### src/rtl/led_count_sequencer.sv
// Command-driven sequencer producing step/clear strobes for the LED demo counter.
// Optional wrap guard enabled by defining LED_SEQ_WRAP_GUARD_EN.
module led_count_sequencer #(
    parameter int WIDTH    = 8,
    parameter int PRESCALE = 4
) (
    input  logic             clk,
    input  logic             rst,
    input  logic             cmd_valid,
    output logic             cmd_ready,
    input  logic [1:0]       cmd_op,
    input  logic [WIDTH-1:0] cmd_arg,
    input  logic             cnt_at_max,
    output logic             cnt_en,
    output logic             cnt_clr,
    output logic             busy,
    output logic             done,
    output logic             sat
);

    localparam int PW = (PRESCALE > 1) ? $clog2(PRESCALE) : 1;
    localparam logic [PW-1:0] PRE_MAX = PW'(PRESCALE - 1);

    localparam logic [1:0] OP_STOP  = 2'd0;
    localparam logic [1:0] OP_RUN   = 2'd1;
    localparam logic [1:0] OP_BURST = 2'd2;
    localparam logic [1:0] OP_CLEAR = 2'd3;

    typedef enum logic [1:0] {
        S_IDLE,
        S_RUN,
        S_BURST,
        S_CLEAR
    } state_t;

    state_t           state_q, state_d;
    logic [PW-1:0]    pre_q, pre_d;
    logic [WIDTH-1:0] remaining_q, remaining_d;
    logic             done_q, done_d;
    logic             sat_q, sat_d;

    logic active;
    logic strobeSlot;
    logic guardHit;
    logic accept;

    // Strobes are decoded from registered state so downstream sees glitch-free enables.
    assign active     = (state_q == S_RUN) || (state_q == S_BURST);
    assign strobeSlot = active && (pre_q == PRE_MAX);

`ifdef LED_SEQ_WRAP_GUARD_EN
    assign guardHit = strobeSlot && cnt_at_max;
    assign sat      = sat_q;
`else
    logic unused_guard;
    assign guardHit     = 1'b0;
    assign sat          = 1'b0;
    assign unused_guard = cnt_at_max ^ sat_q;
`endif

    assign cnt_en    = strobeSlot && !guardHit;
    assign cnt_clr   = (state_q == S_CLEAR);
    assign busy      = (state_q != S_IDLE);
    assign done      = done_q;
    assign cmd_ready = (state_q != S_CLEAR);
    assign accept    = cmd_valid && cmd_ready;

    always_comb begin
        state_d     = state_q;
        pre_d       = '0;
        remaining_d = remaining_q;
        done_d      = 1'b0;
        sat_d       = sat_q;

        if (cnt_en && (state_q == S_BURST)) begin
            remaining_d = remaining_q - 1'b1;
        end
        if (guardHit) begin
            sat_d = 1'b1;
        end

        // An accepted command always decides the next state, even on a strobe cycle.
        if (accept) begin
            case (cmd_op)
                OP_STOP: state_d = S_IDLE;
                OP_RUN:  state_d = S_RUN;
                OP_BURST: begin
                    if (cmd_arg != '0) begin
                        state_d     = S_BURST;
                        remaining_d = cmd_arg;
                    end else begin
                        state_d = S_IDLE;
                        done_d  = 1'b1;
                    end
                end
                OP_CLEAR: begin
                    state_d = S_CLEAR;
                    sat_d   = 1'b0;
                end
                default: state_d = S_IDLE;
            endcase
        end else begin
            case (state_q)
                S_CLEAR: state_d = S_IDLE;
                S_RUN, S_BURST: begin
                    if (guardHit) begin
                        state_d = S_IDLE;
                        done_d  = (state_q == S_BURST);
                    end else if (cnt_en && (state_q == S_BURST) && (remaining_q == WIDTH'(1))) begin
                        state_d = S_IDLE;
                        done_d  = 1'b1;
                    end else begin
                        pre_d = (pre_q == PRE_MAX) ? '0 : pre_q + 1'b1;
                    end
                end
                default: state_d = S_IDLE;
            endcase
        end
    end

    always_ff @(posedge clk or posedge rst) begin
        if (rst) begin
            state_q     <= S_IDLE;
            pre_q       <= '0;
            remaining_q <= '0;
            done_q      <= 1'b0;
            sat_q       <= 1'b0;
        end else begin
            state_q     <= state_d;
            pre_q       <= pre_d;
            remaining_q <= remaining_d;
            done_q      <= done_d;
            sat_q       <= sat_d;
        end
    end

endmodule

### config.mk
export PLATFORM = sky130hd
export DESIGN_NAME = led_count_sequencer
export DESIGN_NICKNAME = d
export VERILOG_FILES = /design/src/rtl/led_count_sequencer.sv
export SDC_FILE = /design/constraint.sdc
export NUM_CORES = 1
export LEC_CHECK = 0
export ABC_AREA = 1
export ABC_CLOCK_PERIOD_IN_PS = 1600
export CORE_MARGIN = 2
export CORE_UTILIZATION = 25
export DETAILED_ROUTE_END_ITERATION = 8
export PLACE_DENSITY = 0.48
export SYNTH_ARGS = -nofsm -noshare
export SYNTH_HDL_FRONTEND = slang
export SYNTH_SLANG_ARGS = --single-unit
### constraint.sdc
create_clock -name clk -period 1.6 [get_ports clk]
set_input_delay 0.24 -clock clk [delete_from_list [all_inputs] [get_ports clk]]
set_output_delay 0.24 -clock clk [all_outputs]
set_load 0.1 [all_outputs]
==> results.toml <==
[timing]
period_share_pct = 96.7
finalSetupTns_ns = 0
worst_pin_slew_ns = 0.502
relSlewSlack_pct = 66.5
holdWs_ns = 0.284
setup_violations = 0
fmaxAchievable_mhz = 646
slew_viol_final = 0
layout_setup_ws_ns = 0.0525
fin_skew_ns = 0.00153
hold_viol_final = 0
fin_crit_ns = 1.55
rsz0062_at_grt = "true"

[cts]
clkLatencyLatePin_ns = 0.27
clock-sinks = 13
cts_root_buffer = "clkbuf_4"
postCtsHoldBufs = 0
cts_max_level = 1
numCtsBuffers = 3
path_clk_slew_ns = 0.08
cts.path.max_buffers = 2
postCtsSetupBuffers = 0
cts_tree = "yes"

[critical_path]
end_kind = "output pin"
path_class = "reg2out"
cp.depth = 5
slowest_stage = "dfrtp_1"
worstPathMaxFanout = 5
critical_path_buf_inv_count = 3
cp-start-kind = "flip-flop"
max_stage_delay_ns = 0.35
reg2reg_depth = 8
arrival_ns = 1.31
crit_chain = "inv_1, ha_4, nand2_4, clkinvlp_4, buf_12"
required_ns = 1.36
crit_family = "flip-flops"

[detailed_routing]
drcViolationCount = 0
vias_per_cell = 4.18
vias = 785
drt_iter0_drc = 16
ant_nets = 0
wl_per_cell_um = 9.90
wl_mm = 1.86
dr.pass1.iters = 4

[die]
die_h_um = 62.9
start_util_pct = 26.0
die_width_um = 62.9
core.rowCount = 21
die_area_um2 = 3960
core_area_um2 = 3340
ios = 20

[yosys]
syn-cell-area_um2 = 868
syn_area_per_cell_um2 = 7.36
seq_area_frac_synth_pct = 37.5
syn-num-nets = 138
synthDistinctLibCells = 20
syn_inst = 118
ys_warn_count = 0
ys_ff_latch = 13

[placed_design]
dpl.cell_count = 184
dp_slack_ns = 0.119
placed_cell_area_um2 = 1200
gp_congestion = 0.757
portBuffers = 17
hpwl_mm = 1.53

[layout]
final_cells = 188
stdcell_area_um2 = 1240
fin_util_pct = 37.2
fin_nets = 163
drive_gt1_share_pct = 18.3
diodes = 0
area_growth_pct = 43.1

[grt]
grt_pass1_wl_mm = 3.68
grt_use_total_pct = 11.5
gr-total-overflow = 0
antenna_found_initial = 0
grt_pass1_vias = 845
grt_max_degree = 14

[power]
p_total_mw = 1.01
leakagePower_nw = 0.600
power_density_nw_per_um2 = 812
irDropWorstVdd_v = 0.000718

[status]
status = "complete, no violations"

[flow_run]
drv_cap = 0

[worst_hold_path]
hold_class = "in2async"
==> layout make-up <==
class | instances | area (um2)
Clock buffer | 4 | 26.3
Sequential cell | 13 | 325
Tap cell | 46 | 57.6
Multi-Input combinational cell | 86 | 508
Fill cell | 367 | 2090
Inverter | 18 | 75.1
Timing Repair Buffer | 21 | 250
==> logic make-up after synthesis <==
family	after synthesis	synth area share (%)
AOI/OAI and AO/OA	7	5.33
xor gates and xnor gates	2	2.02
adders and majority gates	6	8.65
buffers and inverters	19	8.65
DFF	13	37.5
other	1	0.432
and+or+nand+nor	70	37.5
==> layout by cell type (no fill, tap or decap), drive strengths merged <==
cell	count
ha	6
a21oi	1
nor2	16
clkinvlp	2
conb	1
inv	16
clkbuf	4
dfrtp	13
xor2	2
buf	9
or2	1
nand4	2
nand2	40
nor4b	1
o21ai	6
clkdlybuf4s50	12
nor3	1
nand3	9
==> worst register-to-register path, cell delays in order, from the launching register on <==
cell and delay, ns:
dfrtp_1 0.39, buf_4 0.15, ha_4 0.17, clkinvlp_4 0.10
nand2_4 0.07, nor2_4 0.16, o21ai_4 0.13, inv_1 0.07
o21ai_0 0.07
==> layer usage <==
layer  up-vias  wire (um)  global-route usage [%]
met5         -          0                       0
met4         0          0                    1.67
met3         0         88                    4.50
met2        12        950                    20.1
met1       362        823                    13.6
li1        411          -                       -
==> report_power, final <==
part,switching [mW],total [mW],internal (mW)
sequential,0.0364,0.414,0.378
clock,0.111,0.207,0.0966
combinational,0.230,0.387,0.157
==> flip-flops by register name, indices dropped and copies added (netlist names) <==
register	flops
remaining_q	8
pre_q	2
state_q	2
done	1
==> cells in the mapped netlist <==
cell	count	area, um2
a21oi_1	1	5.00
nand2_1	40	150
o21ai_4	1	16.3
xor2_1	2	17.5
nor2_4	3	33.8
buf_4	1	7.51
nand3_1	8	40.0
conb_1	1	3.75
nor2_2	1	6.26
nor2_1	12	45.0
nand3_4	1	17.5
dfrtp_1	13	325
nand4_1	2	12.5
o21ai_1	2	10.0
inv_1	18	67.6
nor4b_1	1	8.76
or2_2	1	6.26
o21ai_0	3	15.0
ha_1	6	75.1
nor3_1	1	5.00
==> final timing paths <==
kind	from	end	slack, ns
min in group clk	pre_q[0]	pre_q[0]	0.46
max in group asynchronous	rst	state_q[0]	0.98
worst max-delay path	state_q[1]	cnt_en	0.05
worst min-delay path	rst	remaining_q[4]	0.28
worst max register to register	state_q[0]	remaining_q[1]	0.16
worst min register to register	pre_q[0]	pre_q[0]	0.46
==> repair_timing <==
| item | 4_1_cts | 5_1_grt |
|---|---|---|
| endpoints found under the setup margin | 1 | 2 |
| pin swaps | 0 | 1 |
| gates resized for setup | 4 | 1 |
(Power assumes the default switching activity.)
